==> config.mk <==
export PLATFORM = sky130hd
export DESIGN_NAME = alu_mult_seq_flat
export DESIGN_NICKNAME = d
export VERILOG_FILES = /design/src/rtl/alu_mult_seq_pkg.sv /design/src/rtl/alu_mult_seq_if.sv /design/src/rtl/alu_mult_seq.sv /design/src/flat_wrapper.sv
export SDC_FILE = /design/constraint.sdc
export NUM_CORES = 1
export LEC_CHECK = 0
export ABC_AREA = 1
export BUFFER_PORTS_ARGS = -buffer_cell sky130_fd_sc_hd__buf_2
export CAP_MARGIN = 25
export CORE_UTILIZATION = 40
export DETAILED_ROUTE_END_ITERATION = 10
export PLACE_DENSITY = 0.66
export SLEW_MARGIN = 20
export SYNTH_ARGS = -nofsm -noshare
export SYNTH_HDL_FRONTEND = slang
export SYNTH_SLANG_ARGS = --single-unit
export TNS_END_PERCENT = 5
==> constraint.sdc <==
create_clock -name clk_i -period 5.7 [get_ports clk_i]
set_input_delay 0.57 -clock clk_i [delete_from_list [all_inputs] [get_ports clk_i]]
set_output_delay 0.57 -clock clk_i [all_outputs]
set_load 0.05 [all_outputs]
==> src/rtl/alu_mult_seq_pkg.sv <==
// Shared constants for the shift-add multiplier: ALU control codes, widths, FSM states.
// Optional signed mode is enabled by defining MULT_SIGNED_EN.
package alu_mult_seq_pkg;

  localparam int unsigned DATA_W = 32;
  localparam int unsigned CNT_W  = 5;
  localparam int unsigned PROD_W = 2 * DATA_W;
  localparam int unsigned CTRL_W = 4;

  localparam logic [CTRL_W-1:0] ALU_AND  = 4'b0000;
  localparam logic [CTRL_W-1:0] ALU_OR   = 4'b0001;
  localparam logic [CTRL_W-1:0] ALU_ADD  = 4'b0010;
  localparam logic [CTRL_W-1:0] ALU_SLL  = 4'b0011;
  localparam logic [CTRL_W-1:0] ALU_LUI  = 4'b0100;
  localparam logic [CTRL_W-1:0] ALU_SLLV = 4'b0101;
  localparam logic [CTRL_W-1:0] ALU_SUB  = 4'b0110;
  localparam logic [CTRL_W-1:0] ALU_SLT  = 4'b0111;
  localparam logic [CTRL_W-1:0] ALU_NOR  = 4'b1100;
  localparam logic [CTRL_W-1:0] ALU_NAND = 4'b1101;

  localparam logic [CTRL_W-1:0] ALU_ADD_CODE = ALU_ADD;

  typedef enum logic [1:0] {
    ST_IDLE = 2'b00,
    ST_CALC = 2'b01,
    ST_FIX  = 2'b10,
    ST_DONE = 2'b11
  } state_t;

  // Partial product as seen by the datapath: hi accumulates, lo shifts out multiplier bits.
  typedef struct packed {
    logic [DATA_W-1:0] hi;
    logic [DATA_W-1:0] lo;
  } prod_t;

  // Two's-complement magnitude of v when en is set and v is negative.
  function automatic logic [DATA_W-1:0] magnitude(input logic [DATA_W-1:0] v, input logic en);
    return (en && v[DATA_W-1]) ? (~v + DATA_W'(1)) : v;
  endfunction

endpackage

==> src/rtl/alu_mult_seq_if.sv <==
// Request/response and shared-ALU signals of the multiplier controller.
// signed_op exists only when MULT_SIGNED_EN is defined.
interface alu_mult_seq_if;
  import alu_mult_seq_pkg::*;

  logic              start;
  logic [DATA_W-1:0] mcand;
  logic [DATA_W-1:0] mplier;
  logic              busy;
  logic              done;
  logic [PROD_W-1:0] product;
  logic [DATA_W-1:0] alu_src1;
  logic [DATA_W-1:0] alu_src2;
  logic [CTRL_W-1:0] alu_ctrl;
  logic [DATA_W-1:0] alu_result;
`ifdef MULT_SIGNED_EN
  logic              signed_op;
`endif

  modport master (
`ifdef MULT_SIGNED_EN
    output signed_op,
`endif
    output start, mcand, mplier, alu_result,
    input  busy, done, product, alu_src1, alu_src2, alu_ctrl
  );

  modport slave (
`ifdef MULT_SIGNED_EN
    input  signed_op,
`endif
    input  start, mcand, mplier, alu_result,
    output busy, done, product, alu_src1, alu_src2, alu_ctrl
  );

endinterface

==> src/rtl/alu_mult_seq.sv <==
// Iterative 32x32->64 shift-add multiplier that borrows the shared ALU for every add.
// Define MULT_SIGNED_EN for signed operands (adds signed_op and a FIX negation state).
module alu_mult_seq
  import alu_mult_seq_pkg::*;
(
  input logic         clk_i,
  input logic         rst_i,
  alu_mult_seq_if.slave bus
);

  state_t            state, state_n;
  prod_t             prod, prod_n;
  logic [CNT_W-1:0]  count, count_n;
  logic [DATA_W-1:0] mcand_r, mcand_n;
  logic              busy_r, busy_n;
  logic              done_r, done_n;
  logic [DATA_W-1:0] src1_r, src1_n;
  logic [DATA_W-1:0] src2_r, src2_n;
  logic [CTRL_W-1:0] ctrl_r;
  logic [DATA_W-1:0] sum;
  logic              carry;
  logic              sgn;

`ifdef MULT_SIGNED_EN
  logic              neg_r, neg_n;
  assign sgn = bus.signed_op;
`else
  assign sgn = 1'b0;
`endif

  // The ALU has no carry-out: an unsigned add overflowed iff the sum wrapped below hi.
  assign sum   = bus.alu_result;
  assign carry = (sum < prod.hi);

  // Next-state and datapath; ALU operands are registered one cycle ahead from the next values.
  always_comb begin
    state_n = state;
    prod_n  = prod;
    count_n = count;
    mcand_n = mcand_r;
`ifdef MULT_SIGNED_EN
    neg_n   = neg_r;
`endif

    case (state)
      ST_IDLE: begin
        if (bus.start) begin
          mcand_n     = magnitude(bus.mcand, sgn);
          prod_n.hi   = '0;
          prod_n.lo   = magnitude(bus.mplier, sgn);
          count_n     = '0;
`ifdef MULT_SIGNED_EN
          neg_n       = sgn & (bus.mcand[DATA_W-1] ^ bus.mplier[DATA_W-1]);
`endif
          state_n     = ST_CALC;
        end
      end
      ST_CALC: begin
        prod_n  = {carry, sum, prod.lo[DATA_W-1:1]};
        count_n = count + CNT_W'(1);
        if (count == CNT_W'(DATA_W - 1)) begin
`ifdef MULT_SIGNED_EN
          state_n = ST_FIX;
`else
          state_n = ST_DONE;
`endif
        end
      end
      ST_FIX: begin
`ifdef MULT_SIGNED_EN
        if (neg_r) begin
          prod_n = prod_t'(PROD_W'(0) - PROD_W'(prod));
        end
`endif
        state_n = ST_DONE;
      end
      ST_DONE: begin
        state_n = ST_IDLE;
      end
      default: begin
        state_n = ST_IDLE;
      end
    endcase

    busy_n = (state_n != ST_IDLE);
    done_n = (state_n == ST_DONE);
    src1_n = (state_n == ST_CALC) ? prod_n.hi : '0;
    src2_n = ((state_n == ST_CALC) && prod_n.lo[0]) ? mcand_n : '0;
  end

  always_ff @(posedge clk_i) begin
    if (!rst_i) begin
      state   <= ST_IDLE;
      prod    <= '0;
      count   <= '0;
      mcand_r <= '0;
      busy_r  <= 1'b0;
      done_r  <= 1'b0;
      src1_r  <= '0;
      src2_r  <= '0;
      ctrl_r  <= ALU_ADD_CODE;
`ifdef MULT_SIGNED_EN
      neg_r   <= 1'b0;
`endif
    end else begin
      state   <= state_n;
      prod    <= prod_n;
      count   <= count_n;
      mcand_r <= mcand_n;
      busy_r  <= busy_n;
      done_r  <= done_n;
      src1_r  <= src1_n;
      src2_r  <= src2_n;
      ctrl_r  <= ALU_ADD_CODE;
`ifdef MULT_SIGNED_EN
      neg_r   <= neg_n;
`endif
    end
  end

  assign bus.busy     = busy_r;
  assign bus.done     = done_r;
  assign bus.product  = PROD_W'(prod);
  assign bus.alu_src1 = src1_r;
  assign bus.alu_src2 = src2_r;
  assign bus.alu_ctrl = ctrl_r;

endmodule

==> src/flat_wrapper.sv <==
// flat-port wrapper written by rule: the top's interface ports become plain ports
module alu_mult_seq_flat import alu_mult_seq_pkg::*;
  (clk_i, rst_i, bus_start, bus_mcand, bus_mplier, bus_alu_result, bus_busy, bus_done, bus_product, bus_alu_src1, bus_alu_src2, bus_alu_ctrl);
  alu_mult_seq_if bus_i ();
  input logic clk_i;
  input logic rst_i;
  input wire logic [$bits(bus_i.start)-1:0] bus_start;
  input wire logic [$bits(bus_i.mcand)-1:0] bus_mcand;
  input wire logic [$bits(bus_i.mplier)-1:0] bus_mplier;
  input wire logic [$bits(bus_i.alu_result)-1:0] bus_alu_result;
  output wire logic [$bits(bus_i.busy)-1:0] bus_busy;
  output wire logic [$bits(bus_i.done)-1:0] bus_done;
  output wire logic [$bits(bus_i.product)-1:0] bus_product;
  output wire logic [$bits(bus_i.alu_src1)-1:0] bus_alu_src1;
  output wire logic [$bits(bus_i.alu_src2)-1:0] bus_alu_src2;
  output wire logic [$bits(bus_i.alu_ctrl)-1:0] bus_alu_ctrl;
  assign bus_i.start = bus_start;
  assign bus_i.mcand = bus_mcand;
  assign bus_i.mplier = bus_mplier;
  assign bus_i.alu_result = bus_alu_result;
  assign bus_busy = bus_i.busy;
  assign bus_done = bus_i.done;
  assign bus_product = bus_i.product;
  assign bus_alu_src1 = bus_i.alu_src1;
  assign bus_alu_src2 = bus_i.alu_src2;
  assign bus_alu_ctrl = bus_i.alu_ctrl;
  alu_mult_seq u_core (.clk_i(clk_i), .rst_i(rst_i), .bus(bus_i));
endmodule
==> flow_summary.ini, run 1 <==
[power]
p_comb_share_pct = 19.7
pwr-share-seq_pct = 42.5
total_leakage_power_nw = 3.93
power_switching_w = 0.000954
powerDensity_nw_per_um2 = 361
swShare_pct = 31.4
intPower_w = 0.00209
ir_worst_vdd_mv = 0.199
clockPowerShare_pct = 37.8
fin_total_pwr_w = 0.00304

[setup_path]
worstPathRequired_ps = 5970
worstPathArrival_ps = 3590
worstSetupEndpointType = flip-flop
path_class = reg -> reg
cp-start-kind = flip-flop
slowest_delay_ps = 880
worstPathMaxFanout = 67
cpMaxStageDelayCell = or2_4
crit_chain = ha_2 > buf_4 > nand3_1 > a32o_2 > nand2_2 > or2_4 > nor2_1

[grt]
top_usage_layer = met2
gr-usage-met3_pct = 6.15
track_usage_pct = 19.0
grt_overflow = 0
antenna_found_initial = 1
grt_pass1_vias = 5037
grt_pass1_wl_mm = 24.9
grtUsageMet2_pct = 28.4
grt.met1_usage_pct = 25.6
grt_max_degree = 72

[drt]
first_pass_iters = 4
wl_per_cell_um = 14.1
drc = 0
num_vias = 5522
first_iter_violations = 262
via_per_inst = 4.80
ant_nets = 0
totalWireLength_mm = 16.2

[clocking]
cts_tree = yes
ctsHoldBuffers = 0
ctsRootBufferMaster = clkbuf_16
clk_pin_slew_ps = 60
cts_made_buffers = 17
htree_num_levels = 4
clock_latency_ps = 420
post_cts_resized = 0
post_cts_buffers = 0
cts_sinks = 169
cts.path.max_buffers = 2

[placed_design]
port_buffers = 228
place_congestion = 0.773
hpwl_mm = 10.9
place_area_um2 = 7840

[floorplan]
die_width_um = 131
die_area_um2 = 17100
core_area_um2 = 16100
rows = 46
pin_count = 233
initial_utilization_pct = 41.4
dieHeight_um = 131

[timing]
slew_viol_final = 0
setup_viol = 0
tightest_slew_ps = 975
fin_crit_ps = 3310
skew_ps = 6.85
tns_ps = 0
relSlewSlack_pct = 35.0
period_share_pct = 58.1
fmax_mhz = 302
rsz0062_at_grt = no
final-hold-violation-count = 0

[yosys]
avgSynthCellArea_um2 = 9.27
synthSimpleGateAreaFrac_pct = 17.2
synth_edf_count = 0
seq_area_frac_synth_pct = 50.9
synth_top_family_by_area = simple AND/OR/NAND/NOR gates
synth_mux_area_share_pct = 4.82
synthXorXnorAreaFrac_pct = 0
ys_warn_count = 0
ys_types = 32
yosysTopAreaCell = dfxtp_1
async_flop_share_pct = 0
synth_fa_ha_area_share_pct = 6.59
synth_area_leaders = dfxtp_1, ha_1, a21oi_1
syn_area_um2 = 6650
synth_commonest_cells = dfxtp_1, nor2_1, a21oi_1
yosysTopAreaCellShare_pct = 50.9
synth_compound_area_share_pct = 13.5
ys.flop_type = dfxtp_1
synth_most_common_cell = dfxtp_1
syn-instance-count = 717
ys_seq_elements = 169

[finish]
nets = 1055
fillers = 1519
drive_gt1_share_pct = 32.9
n_antenna_cell = 0
area_growth_pct = 26.9
design_area_um2 = 8430

[flow_run]
max-cap-violations = 0

[status]
outcome = complete, no violations

[min_path]
hold_path.class = in -> reg
-- power by group through the flow --
| stage | Sequential (W) | Clock (W) | Combinational (W) |
|---|---|---|---|
| global route | 0.00130 | 0.00124 | 0.000651 |
| detailed placement | 0.00132 | 0 | 0.000602 |
| finish | 0.00129 | 0.00115 | 0.000599 |
| global placement | 0.00132 | 0 | 0.000594 |
| CTS | 0.00129 | 0.00118 | 0.000604 |
| floorplan | 0.00151 | 0 | 0.000265 |
-- flip-flops by register name (all words and copies together) (netlist names) --
register / flops
u_core.bus.product: 64
u_core.bus.alu_src1: 32
u_core.bus.alu_src2: 32
u_core.mcand_r: 32
u_core.count: 5
u_core.state: 2
u_core.bus.busy: 1
u_core.bus.done: 1
-- worst max-delay path, delay by kind of cell, from the launching register on --
family / cells / cell delay [ps]
AOI/OAI and AO/OA: 1 / 300
and+or+nand+nor: 4 / 1640
buffers and inverters: 1 / 600
adders and majority gates: 1 / 200
DFF: 1 / 380
-- stage by stage --
| stage | worst slack [ps] | utilization [%] | hold WS, ps | std cells |
|---|---|---|---|---|
| CTS | 2350 | 52.5 | 392 | 1150 |
| global route | 2150 | 52.5 | 401 | 1150 |
| floorplan | 3880 | - | 444 | 719 |
| global placement | 2110 | 48.8 | 457 | 1118 |
| detailed placement | 2250 | 48.8 | 466 | 1118 |
| finish | 2390 | 52.5 | 417 | 1150 |
-- layout by cell type, fill, tap and decap left out, drive strengths merged --
master,instances
a211oi,2
a21oi,85
a221oi,1
a22oi,31
a32o,1
buf,232
bufinv,2
clkbuf,20
clkinv,2
clkinvlp,4
conb,4
dfxtp,169
ha,35
inv,54
mux2i,32
nand2,35
nand3,36
nand4,2
nor2,137
nor3,8
nor4,1
o21a,1
o21ai,38
or2,2
-- worst paths after layout --
check / start / end / slack (ps) / cells past startpoint
setup / recovery: u_core.state[0] / u_core.bus.alu_src2[1] / 2390 / 7
hold / removal: bus_mcand[0] / u_core.mcand_r[0] / 420 / 3
hold reg to reg: u_core.count[4] / u_core.count[4] / 480 / 2
setup reg to reg: u_core.state[0] / u_core.bus.alu_src2[1] / 2390 / 7
-- final cells by class --
type | instances | area [um2] | share of cell area (%)
flip-flops and latches | 169 | 3380 | 40.1
multi-input cells | 451 | 2820 | 33.5
repair buffers | 232 | 1170 | 13.9
clock buffers | 20 | 457 | 5.42
well taps | 216 | 270 | 3.21
inverters | 50 | 188 | 2.23
clock inverters | 12 | 139 | 1.65
-- layer usage --
| metal | vias up | wire length (um) | share of wire, % |
|---|---|---|---|
| li1 | 2812 | - | - |
| met1 | 2482 | 7710 | 48 |
| met2 | 203 | 7190 | 45 |
| met3 | 23 | 1030 | 6.4 |
| met4 | 2 | 213 | 1.3 |
| met5 | - | 13 | 0.080 |
-- logic make-up after synthesis --
family                     count (synthesis)
AOI/OAI and AO/OA                        159
adders and majority gates                 35
buffers and inverters                     99
DFF                                      169
muxes                                     32
other                                      2
and+or+nand+nor                          221
(Power assumes the default switching activity.)
==> run 2: changes to the inputs <==
Clock period 5.7 ns to 3.3 ns, I/O delays scaled along.
==> run 2 against run 1 <==
Clock power grew 81%. Power grew 76%. Flip-flop and latch count is the same. Clock skew grew 2.2 ps. Core utilization grew 0.50 points. Critical endpoint is now u_core.bus.alu_src1[29]. Largest cell class unchanged.
==> flow_summary.ini, run 2 (synthesis gave the netlist of run 1 again) <==
[drt]
totalWireLength_mm = 16.0
first_iter_violations = 295
wl_per_cell_um = 13.8
ant_nets = 0
drc = 0
num_vias = 5503
first_pass_iters = 4
via_per_inst = 4.76

[grt]
grt_pass1_vias = 4956
grt_max_degree = 72
antenna_found_initial = 1
grt_pass1_wl_mm = 24.8
grt_overflow = 0
track_usage_pct = 18.8

[clocking]
cts_made_buffers = 17
post_cts_buffers = 0
clock_latency_ps = 420
cts_sinks = 169
clk_pin_slew_ps = 70
cts_tree = yes
post_cts_resized = 0
ctsHoldBuffers = 0
cts.path.max_buffers = 2
htree_num_levels = 4
ctsRootBufferMaster = clkbuf_16

[min_path]
hold_path.class = in -> reg

[power]
powerDensity_nw_per_um2 = 629
ir_worst_vdd_mv = 0.426
total_leakage_power_nw = 3.99

[floorplan]
die_area_um2 = 17100
die_width_um = 131
pin_count = 233
rows = 46
core_area_um2 = 16100
initial_utilization_pct = 41.4
dieHeight_um = 131

[setup_path]
worstSetupEndpointType = flip-flop
path_class = reg -> reg
cp-start-kind = flip-flop
worstPathRequired_ps = 3650
worstPathMaxFanout = 68
worstPathArrival_ps = 2690
rrSetupSlack_ps = 960

[finish]
instances_no_fill = 1156
design_area_um2 = 8510
final_common_cell = buf_2
layout_common_cells = buf_2, dfxtp_1, nor2_1
nets = 1061
fillers = 1526
n_antenna_cell = 0
area_growth_pct = 28.1
largest_reg_flops = 64
drive_gt1_share_pct = 33.2

[placed_design]
place_ws_ps = 985
place_congestion = 0.757
port_buffers = 228
place_area_um2 = 7890
dp.cells = 1124
hpwl_mm = 10.7

[timing]
skew_ps = 9.04
fmax_mhz = 427
setup_viol = 0
period_share_pct = 70.9
rsz0062_at_grt = no
tightest_slew_ps = 796
slew_viol_final = 0
relSlewSlack_pct = 46.9
fin_crit_ps = 2340
tns_ps = 0
final-hold-violation-count = 0
setup_slack_ps = 960

[status]
outcome = complete, no violations

[flow_run]
max-cap-violations = 0
-- run 2: cell types whose count changed in the layout (fill, tap and decap cells not counted) --
cell,change
buf_4,+5
clkinvlp_4,-3
inv_6,-3
clkbuf_8,+2
clkinv_4,+2
buf_12,+1
bufinv_16,+1
clkbuf_1,+1
o21ai_2,+1
o21ai_4,-1
-- run 2: power breakdown --
group / switching [W] / internal [W] / total, W
Combinational: 0.000756 / 0.000283 / 0.00104
Sequential: 0.0000656 / 0.00217 / 0.00223
Clock: 0.000804 / 0.00128 / 0.00208
Total: 0.00163 / 0.00373 / 0.00536
-- run 2: critical path, stage by stage (launching register included) --
cell and delay, ps:
dfxtp_1 340, inv_1 90, ha_1 270, buf_4 380
o21ai_2 130, inv_2 70, buf_4 580, a22oi_1 210
nor2_1 170
-- run 2: layout make-up --
class                   instances  area, um2  area share [%]
inverters                      50        188            2.20
clock buffers                  23        488            5.73
repair buffers                238       1230            14.4
multi-input cells             451       2820            33.1
flip-flops and latches        169       3380            39.7
clock inverters                 9        138            1.62
well taps                     216        270            3.18
-- run 2: worst paths after layout --
kind                                      start                 endpoint  depth (start not counted)
worst max-delay path            u_core.state[0]  u_core.bus.alu_src1[29]                          8
worst min-delay path             bus_mplier[15]   u_core.bus.product[15]                          3
worst max register to register  u_core.state[0]  u_core.bus.alu_src1[29]                          8
worst min register to register  u_core.count[4]          u_core.count[4]                          2
-- run 2: routing by layer --
| layer | track usage (%) | wire length, um | up-vias |
|---|---|---|---|
| met3 | 6.96 | 1290 | 20 |
| met4 | 7.03 | 238 | 2 |
| met5 | 0 | 13 | - |
| met1 | 25.1 | 7280 | 2466 |
| met2 | 27.6 | 7150 | 196 |
| li1 | - | - | 2819 |
-- run 2: metrics by stage --
step                hold slack, ps  power [W]  utilization, %
CTS                            154    0.00542            53.0
detailed placement             466    0.00332            49.1
global route                   166    0.00561            53.0
global placement               456    0.00332            49.1
floorplan                      444    0.00306               -
finish                         180    0.00536            53.0
==> run 3: changes to the inputs <==
Settings changed: ABC_AREA 1 to 0, PLACE_DENSITY 0.66 to 0.69.
Clock period 3.3 ns to 2.1 ns, I/O delays scaled along.
==> run 3 against run 2 <==
Core utilization up 0.66 points. Routed wire length down 3.7%. Flip-flop and latch count unchanged. Via count down 5.6%. Die area down 1.8%. Non-clock buffer count up 5. Hold slack worse by 140 ps. Sequential share of layout area down 0.064 points. Setup slack worse by 770 ps. Largest cell class unchanged.
==> flow_summary.ini, run 3 <==
[drt]
drc = 0
ant_nets = 0
totalWireLength_mm = 15.4
first_iter_violations = 284
via_per_inst = 4.85
wl_per_cell_um = 14.4
num_vias = 5193
first_pass_iters = 10

[grt]
top_usage_layer = met2
grt_pass1_wl_mm = 23.6
grt_pass1_vias = 4728
gr-usage-met3_pct = 4.35
grtUsageMet2_pct = 29.7
track_usage_pct = 18.1
grt.met1_usage_pct = 22.5
antenna_found_initial = 0
grt_max_degree = 103
grt_overflow = 0

[finish]
instances_no_fill = 1070
nets = 975
layout_common_cells = buf_2, dfxtp_1, nor2b_1
drive_gt1_share_pct = 35.1
largest_reg_flops = 64
final_common_cell = buf_2
n_antenna_cell = 0
area_growth_pct = 30.7

[setup_path]
path_class = reg -> reg
rrSetupSlack_ps = 190
r2r_cells = 8
cp-start-kind = flip-flop
slowest_delay_ps = 380
worstPathArrival_ps = 2220
worstPathMaxFanout = 4
r2r_start = u_core.bus.product[63]
crit_chain = inv_1 > ha_1 > nand4_1 > or2_2 > nor2_1 > nand2_1 > a32oi_1 > nor3b_1
worstSetupEndpointType = flip-flop
endpoint = u_core.bus.product[63]
cpMaxStageDelayCell = dfxtp_1
r2r_end = u_core.bus.product[63]
worstPathRequired_ps = 2410
startpoint = u_core.bus.product[63]

[yosys]
ys_warn_count = 0
synth_area_leaders = dfxtp_1, nor2b_1, ha_1
synth_top_family_by_area = simple AND/OR/NAND/NOR gates
synth_most_common_cell = dfxtp_1
async_flop_share_pct = 0
synth_mux_area_share_pct = 5.39
ys_types = 42
syn-instance-count = 621
synth_compound_area_share_pct = 12.1
synth_fa_ha_area_share_pct = 6.71
ys.flop_type = dfxtp_1
yosysTopAreaCellShare_pct = 51.9
ys_seq_elements = 169
synth_edf_count = 0
synth_commonest_cells = dfxtp_1, nor2b_1, nor2_1
synthXorXnorAreaFrac_pct = 0
seq_area_frac_synth_pct = 51.9
yosysTopAreaCell = dfxtp_1
synthSimpleGateAreaFrac_pct = 17.8
syn_area_um2 = 6520
avgSynthCellArea_um2 = 10.5

[clocking]
htree_num_levels = 4
cts_made_buffers = 17
clock_latency_ps = 420
clk_pin_slew_ps = 70
ctsRootBufferMaster = clkbuf_16
cts.path.max_buffers = 2
ctsHoldBuffers = 0
cts_tree = yes
cts_sinks = 169

[timing]
period_share_pct = 91.1
tns_ps = 0
slew_viol_final = 0
tightest_slew_ps = 672
rsz0062_at_grt = no
fmax_mhz = 523
final-hold-violation-count = 0
setup_viol = 0
fin_crit_ps = 1910
skew_ps = 7.81
setup_slack_ps = 186
relSlewSlack_pct = 55.2

[power]
powerDensity_nw_per_um2 = 962
total_leakage_power_nw = 3.85
ir_worst_vdd_mv = 0.536

[floorplan]
core_area_um2 = 15900
die_width_um = 130
die_area_um2 = 16800
initial_utilization_pct = 41.1
rows = 46
dieHeight_um = 130
pin_count = 233

[min_path]
hold_path.class = in -> reg

[flow_run]
max-cap-violations = 0

[status]
outcome = complete, no violations

[placed_design]
place_congestion = 0.752
dp.cells = 1037
port_buffers = 228
place_ws_ps = 27.5
hpwl_mm = 10.4
-- run 3: worst min-delay path by stage --
stage / start / endpoint / slack [ps] / cells past startpoint
finish: bus_mplier[21] / u_core.bus.product[21] / 40 / 3
global route: bus_mplier[27] / u_core.bus.product[27] / 30 / 3
floorplan: rst_i / u_core.state[1] / 360 / 1
CTS: bus_mplier[4] / u_core.bus.product[4] / 20 / 3
global placement: bus_mplier[7] / u_core.bus.product[7] / 460 / 3
detailed placement: bus_mplier[31] / u_core.bus.product[31] / 480 / 3
-- run 3: report_power, final --
group / switching (W) / internal (W) / total, W
sequential: 0.0000945 / 0.00339 / 0.00349
clock: 0.00149 / 0.00161 / 0.00310
combinational: 0.00109 / 0.000520 / 0.00161
-- run 3: final cells by class --
cell class              instances  area (um2)
repair buffers                243        1360
clock buffers                  17         425
flip-flops and latches        169        3380
clock inverters                15         175
well taps                     216         270
multi-input cells             374        2770
fillers                      1463        7360
inverters                      36         135
-- run 3: kinds of logic (layout without fill, tap and decap cells) --
family          count (synthesis)  count (layout)
simple gates                  200             200
flops                         169             169
compound gates                100             100
buf+inv                        80             311
fa+ha+maj                      35              35
mux                            35              35
other cells                     2               4
-- run 3: critical path, delay by kind of cell (launching register included) --
kind            cells  cell delay (ps)
compound gates      1              230
simple gates        5              840
fa+ha+maj           1              290
flops               1              380
buf+inv             1               60
-- run 3: per-stage QoR --
| step | hold WS (ps) | utilization (%) | area (um2) | total power (W) |
|---|---|---|---|---|
| 6_report | 42.6 | 53.7 | 8530 | 0.00820 |
| 2_1_floorplan | 355 | - | 6530 | 0.00473 |
| 3_3_place_gp | 463 | 49.7 | 7890 | 0.00515 |
| 3_5_place_dp | 476 | 49.7 | 7890 | 0.00516 |
| 5_1_grt | 35.0 | 53.7 | 8530 | 0.00857 |
| 4_1_cts | 20.6 | 53.4 | 8490 | 0.00828 |
-- run 3: repair_timing --
action / CTS / global route
resized for setup: 0 / 3
endpoints found under the setup margin: 0 / 32
buffers inserted: 0 / 0
-- run 3: per-layer routing --
layer  up-vias  wire length, um
li1       2584                -
met1      2422             6710
met2       164             7620
met3        23              714
met4         0              345
met5         -                0
